**src/rtl/memsync_row_mover.sv**
```systemverilog
// Row data mover for the MEMSync row cache: WriteBack copies a slot out to backing memory, Allocate fills a slot.
// Optional MEMSYNC_ROWMOVE_STATS_EN adds saturating 32-bit transfer counters wb_count / alloc_count.
module memsync_row_mover #(
  parameter int CHWIDTH   = 6,
  parameter int ADDRWIDTH = 17,
  parameter int COLWIDTH  = 7,
  parameter int DWIDTH    = 64
) (
  input  logic                          clk,
  input  logic                          rst,
  input  logic                          wb_req,
  input  logic                          alloc_req,
  input  logic [CHWIDTH-1:0]            cRowId,
  input  logic [ADDRWIDTH-1:0]          RowId,
  input  logic [ADDRWIDTH-1:0]          vRowId,
  output logic                          sync,
  output logic [CHWIDTH+COLWIDTH-1:0]   c_addr,
  output logic                          c_rd_en,
  input  logic [DWIDTH-1:0]             c_rdata,
  output logic                          c_wr_en,
  output logic [DWIDTH-1:0]             c_wdata,
  output logic [ADDRWIDTH+COLWIDTH-1:0] m_addr,
  output logic                          m_cmd_valid,
  input  logic                          m_cmd_ready,
  output logic                          m_we,
  output logic [DWIDTH-1:0]             m_wdata,
  input  logic                          m_rvalid,
  input  logic [DWIDTH-1:0]             m_rdata
`ifdef MEMSYNC_ROWMOVE_STATS_EN
  ,
  output logic [31:0]                   wb_count,
  output logic [31:0]                   alloc_count
`endif
);

  typedef enum logic [2:0] {IDLE, WB_RD, WB_SEND, AL_CMD, AL_WAIT, DONE} state_t;

  localparam logic [COLWIDTH-1:0] COL_LAST = '1;

  state_t                 state, state_nxt;
  logic [CHWIDTH-1:0]     slot;
  logic [ADDRWIDTH-1:0]   row;
  logic [COLWIDTH-1:0]    col;
  logic [DWIDTH-1:0]      beat;
  logic                   beat_held;

  always_ff @(posedge clk) begin
    if (rst) begin
      state     <= IDLE;
      slot      <= '0;
      row       <= '0;
      col       <= '0;
      beat      <= '0;
      beat_held <= 1'b0;
    end else begin
      state     <= state_nxt;
      beat_held <= (state == WB_SEND) && !m_cmd_ready;
      case (state)
        IDLE: begin
          if (wb_req) begin
            slot <= cRowId;
            row  <= vRowId;
            col  <= '0;
          end else if (alloc_req) begin
            slot <= cRowId;
            row  <= RowId;
            col  <= '0;
          end
        end
        WB_SEND: begin
          // Cache data is only valid in the first WB_SEND cycle; keep it for a stalled command.
          if (!beat_held) beat <= c_rdata;
          if (m_cmd_ready && col != COL_LAST) col <= col + 1'b1;
        end
        AL_WAIT: begin
          if (m_rvalid && col != COL_LAST) col <= col + 1'b1;
        end
        default: ;
      endcase
    end
  end

  always_comb begin
    state_nxt   = state;
    sync        = 1'b0;
    c_addr      = '0;
    c_rd_en     = 1'b0;
    c_wr_en     = 1'b0;
    c_wdata     = '0;
    m_addr      = '0;
    m_cmd_valid = 1'b0;
    m_we        = 1'b0;
    m_wdata     = '0;
    case (state)
      IDLE: begin
        if (wb_req)         state_nxt = WB_RD;
        else if (alloc_req) state_nxt = AL_CMD;
      end
      WB_RD: begin
        c_rd_en   = 1'b1;
        c_addr    = {slot, col};
        state_nxt = WB_SEND;
      end
      WB_SEND: begin
        m_cmd_valid = 1'b1;
        m_we        = 1'b1;
        m_addr      = {row, col};
        m_wdata     = beat_held ? beat : c_rdata;
        if (m_cmd_ready) state_nxt = (col == COL_LAST) ? DONE : WB_RD;
      end
      AL_CMD: begin
        m_cmd_valid = 1'b1;
        m_addr      = {row, col};
        if (m_cmd_ready) state_nxt = AL_WAIT;
      end
      AL_WAIT: begin
        if (m_rvalid) begin
          c_wr_en   = 1'b1;
          c_addr    = {slot, col};
          c_wdata   = m_rdata;
          state_nxt = (col == COL_LAST) ? DONE : AL_CMD;
        end
      end
      DONE: begin
        sync      = 1'b1;
        state_nxt = IDLE;
      end
      default: state_nxt = IDLE;
    endcase
  end

`ifdef MEMSYNC_ROWMOVE_STATS_EN
  logic xfer_wb;

  always_ff @(posedge clk) begin
    if (rst) begin
      xfer_wb     <= 1'b0;
      wb_count    <= '0;
      alloc_count <= '0;
    end else begin
      if (state == IDLE) xfer_wb <= wb_req;
      if (state == DONE) begin
        if (xfer_wb && wb_count != '1)         wb_count    <= wb_count + 32'd1;
        if (!xfer_wb && alloc_count != '1)     alloc_count <= alloc_count + 32'd1;
      end
    end
  end
`endif

endmodule

```
**config.mk**
```make
export PLATFORM = sky130hd
export DESIGN_NAME = memsync_row_mover
export DESIGN_NICKNAME = d
export VERILOG_FILES = /design/src/rtl/memsync_row_mover.sv
export SDC_FILE = /design/constraint.sdc
export NUM_CORES = 1
export LEC_CHECK = 0
export CORE_ASPECT_RATIO = 0.8
export CORE_MARGIN = 2
export CORE_UTILIZATION = 35
export DETAILED_ROUTE_END_ITERATION = 10
export GPL_ROUTABILITY_DRIVEN = 0
export PLACE_DENSITY = 0.79
export RECOVER_POWER = 100
export SYNTH_ARGS = -nofsm -noshare
export SYNTH_HDL_FRONTEND = slang
export SYNTH_SLANG_ARGS = --single-unit
```
**constraint.sdc**
```tcl
create_clock -name clk -period 2.7 [get_ports clk]
set_clock_uncertainty 0.15 [all_clocks]
set_input_delay 0.405 -clock clk [delete_from_list [all_inputs] [get_ports clk]]
set_output_delay 0.405 -clock clk [all_outputs]
set_load 0.02 [all_outputs]
```
# Yosys cells after proc, flatten, opt, wreduce, memory -nomap -nowiden
# Cells that the tools add are included.
[totals]
reg_bits = 98
input_bits = 174
out_inout_bits = 170
[classes]
addsub = 1
eq_ne = 13
mux = 30
n_reduce_logical = 11
[op_table]
columns = ["cell", "count"]
rows = [
  ["64-bit 2-to-1 mux", 4],
  ["17-bit 2-to-1 mux", 2],
  ["7-bit 2-to-1 mux", 4],
  ["13-bit one-hot mux with 2 select lines", 1],
  ["24-bit 2-to-1 mux", 1],
  ["3-bit 2-to-1 mux", 7],
  ["7-bit one-hot mux with 3 select lines", 1],
  ["3-bit one-hot mux with 5 select lines", 1],
  ["13-bit 2-to-1 mux", 1],
  ["6-bit 2-to-1 mux", 2],
  ["2-bit inequality test, second input constant", 4],
  ["4-bit AND reduction", 2],
  ["7-bit by 1-bit adder with 7-bit output, second input constant", 1],
  ["7-bit == test, second input constant", 1],
  ["7-bit inequality test, second input constant", 1],
  ["3-bit by 2-bit == test with 1-bit output, second input constant", 2],
  ["3-bit == test, second input constant", 2],
  ["1-bit 2-to-1 mux", 6],
  ["3-bit by 1-bit == test with 1-bit output, second input constant", 1],
  ["1-bit logical AND", 3],
  ["3-bit logical NOT", 1],
  ["3-bit inequality test, second input constant", 1],
  ["3-bit nonzero test", 1],
  ["2-bit by 1-bit inequality test with 1-bit output, second input constant", 1],
  ["4 further kinds", 4],
]

# Longest topological paths before layout
[depth]
depth_word = 4
ltp_mapped = 8
mapped_depth_nobuf = 5

# Worst setup path before layout
# Ideal clock, no wire load.
[synth_path]
kind = "register -> output"
start = "reg state[0]"
end = "out c_addr[0]"
t_arrival_ps = 1966
t_required_ps = 2145
path_slack_ps = 179
stages_incl_launch_ff = 7
path_buffers = 2
cell_sequence = "dfxtp_1 > clkbuf_1 > inv_1 > nor3_1 > nor2_1 > clkbuf_1 > nor2b_1"
[synth_via]
elab_chain_cells = 2
[synth_rtl]
columns = ["element", "line", "rtl"]
rows = [
  ["start: declaration", "40", "state_t state, state_nxt;"],
  ["start signal: assignment", "56", "state <= state_nxt;"],
  ["3-bit == test or 3-bit by 1-bit == test with 1-bit output (tied branches)", "94", "case (state)"],
  ["13-bit one-hot mux with 2 select lines (*)", "94", ""],
  ["end: declaration", "17", "output logic [CHWIDTH+COLWIDTH-1:0] c_addr,"],
]
# Every way passes the cells marked *; elsewhere a longest branch is shown, timed or not.

# Final worst setup path
[layout_path]
start = "in m_rvalid"
end = "out c_addr[4]"
[layout_via]
elab_chain_cells = 2
[layout_rtl]
columns = ["element", "line", "rtl"]
rows = [
  ["start: declaration", "27", "input logic m_rvalid,"],
  ["13-bit 2-to-1 mux", "117", "if (m_rvalid) begin"],
  ["13-bit one-hot mux with 2 select lines", "94", ""],
]
# No other way between the ends.

==> impl_metrics.json <==
{
  "status": "complete, no violations",
  "antenna_found_initial": 1,
  "grt_first_pass_wirelength_um": 28800,
  "ys.warnings.count": 0,
  "min_period_ns": 2.65,
  "async_flop_share_pct": 0,
  "core-area_mm2": 0.0152,
  "cts.path.max_buffers": 2,
  "worstMarginPinSlew_ns": 0.782,
  "arrival_ns": 2.09,
  "synth_area_per_cell_um2": 7.48,
  "grt_usage_pct": 22.1,
  "fin_ws_ns": 0.0549,
  "drive_gt1_share_pct": 10.8,
  "hold_class": "reg -> reg",
  "maxSlewViolCount": 0,
  "synth-main-ff-cell": "dfxtp_1",
  "synth_area_leader_cell": "dfxtp_1",
  "areaGrowthSynthToFinish_pct": 65.8,
  "ios": 344,
  "grt_setup_unrepaired": "true",
  "clock_sinks": 98,
  "grt_pass1_vias": 5580,
  "initial_core_util_pct": 36.2,
  "critPathLaunchType": "primary input",
  "synthTopCellsByCount": "nand2_1 (147), dfxtp_1 (98), nor2_1 (92), and2_1 (89), mux2i_1 (84)",
  "setup_viol": 0,
  "finalHoldViolCount": 0,
  "io_buffers": 343,
  "grt_max_degree": 69,
  "cts_htree_levels": 3,
  "setup_tns_ns": 0,
  "period_share_pct": 98.0,
  "routedWlPerCell_um": 15.4,
  "gr-total-overflow": 0,
  "post-dp-hpwl_um": 14300,
  "cts-hold-fix-buffers": 0,
  "cts_inserted_buffers": 9,
  "reg2regPathDepth": 5,
  "route.detailed.drc": 0,
  "syn-cell-area_mm2": 0.00550,
  "dieArea_mm2": 0.0167,
  "crit_fanout": 13,
  "fillCellCount": 1452,
  "cts_tree": "done",
  "seq_area_frac_synth_pct": 35.7,
  "maxCapViolCount": 0,
  "syn_inst": 735,
  "syn_nets": 910,
  "die_x_um": 144,
  "fmax_mhz": 378,
  "yosys.cell_types.count": 40,
  "synth-seq-cells": 98,
  "vias_per_cell": 4.75,
  "worstHoldPathCells": 2,
  "power_density_mw_per_mm2": 530,
  "leakage_nw": 3.81,
  "synth_edf_count": 0,
  "dpl_cell_area_mm2": 0.00914,
  "clk_latency_ns": 0.34,
  "synth.area.top_cells": "dfxtp_1 (36%), mux2i_1 (15%), and2_1 (10%)",
  "detail-route-antenna-nets": 0,
  "num_vias": 6012,
  "setup.worst_path.end_class": "output pin",
  "cts_root_buffer": "clkbuf_16",
  "r2r_slack_ns": 0.22,
  "initialDrtViolationCount": 288,
  "worstSetupPathType": "in -> out",
  "clk_pin_slew_ns": 0.07,
  "yosysMostFrequentCell": "nand2_1",
  "first_pass_iters": 5,
  "critPathRequiredTime_ns": 2.14,
  "die_h_um": 116,
  "nets": 1225,
  "ir_worst_vdd_v": 0.000286,
  "max_slew_margin_pct": 47.3,
  "dpl_worst_slack_ns": -0.442,
  "synth_top_area_share_pct": 35.7,
  "finalWirelength_um": 19500,
  "stdcell_area_mm2": 0.00912,
  "row_count": 40
}
placed cells by master (no fill, tap or decap), types with 3 or more instances in the layout:
cell type,instances
a21oi_1,76
o22ai_1,4
clkdlybuf4s50_1,185
nor4_1,3
buf_4,11
clkbuf_1,6
mux2i_1,84
inv_1,4
nor3_1,5
buf_2,3
clkbuf_16,10
nor2_1,90
nor2b_1,16
clkdlybuf4s15_1,7
nand2_1,147
clkbuf_2,63
dlygate4sd2_1,66
and2_0,24
clkdlybuf4s15_2,3
nor2_4,3
buf_12,4
a211oi_1,18
nand2b_1,6
dfxtp_1,97
nand3_1,3
dlygate4sd3_1,14
and2_1,65
per-stage QoR:
step                      hold WS (ns)  utilization, %  power (mW)  cells
final                            0.303            59.9        4.83   1266
after global placement           0.291            60.1        3.57   1244
after CTS                        0.306            61.2        4.91   1264
after global routing             0.319            59.9        5.10   1266
after floorplan                  0.282               -        2.76    735
after detailed placement         0.297            60.1        3.60   1244
logic make-up after synthesis:
| kind of cell | synth area share, % |
|---|---|
| buffers and inverters | 4.94 |
| and+or+nand+nor | 32.2 |
| AOI/OAI and AO/OA | 11.4 |
| adders and majority gates | 0.409 |
| muxes | 15.3 |
| xor gates and xnor gates | 0.159 |
| DFF | 35.7 |
flip-flops by register name (all words and copies together), names as in the netlist:
register   flops
col            7
row           17
beat_held      1
beat          64
state          3
slot           6
worst max-delay path, cell delays in order:
cell,delay [ns]
clkdlybuf4s50_1,0.48
or3b_4,0.40
nor2_4,0.14
buf_4,0.13
nor2_4,0.07
nor2b_1,0.15
clkdlybuf4s15_1,0.31
where the power goes:
part / internal [mW] / leakage [nW] / switching (mW)
combinational: 0.751 / 2.86 / 0.970
sequential: 1.63 / 0.801 / 0.0898
clock: 0.821 / 0.155 / 0.565
layout make-up:
type,instances,area [um^2],share of cell area (%)
Inverter,4,15.0,0.165
Multi-Input combinational cell,572,3290,36.1
Clock buffer,11,233,2.55
Antenna cell,1,2.50,0.0274
Timing Repair Buffer,365,3260,35.8
Sequential cell,98,1970,21.6
Clock inverter,5,86.3,0.947
Tap cell,210,263,2.88
path summary, 6_finish.rpt:
path	startpoint	to
max	m_rvalid	c_addr[4]
min	beat[22]	beat[22]
max reg2reg	state[1]	col[1]
min reg2reg	beat[22]	beat[22]
layer usage:
layer / up-vias / GRT usage [%] / part of all wire [%]
met1: 2715 / 25.0 / 40
li1: 3058 / - / -
met3: 17 / 5.62 / 7.3
met5: - / 0 / 0
met2: 222 / 41.4 / 51
met4: 0 / 5.95 / 1.4
what timing repair did:
action | CTS | global route
pin swaps | 1 | 0
endpoints found under the setup margin | 141 | 48
gates cloned | 1 | 1
gates resized for setup | 264 | 52
buffers inserted | 3 | 0
Power figures use the tool's default switching activity.
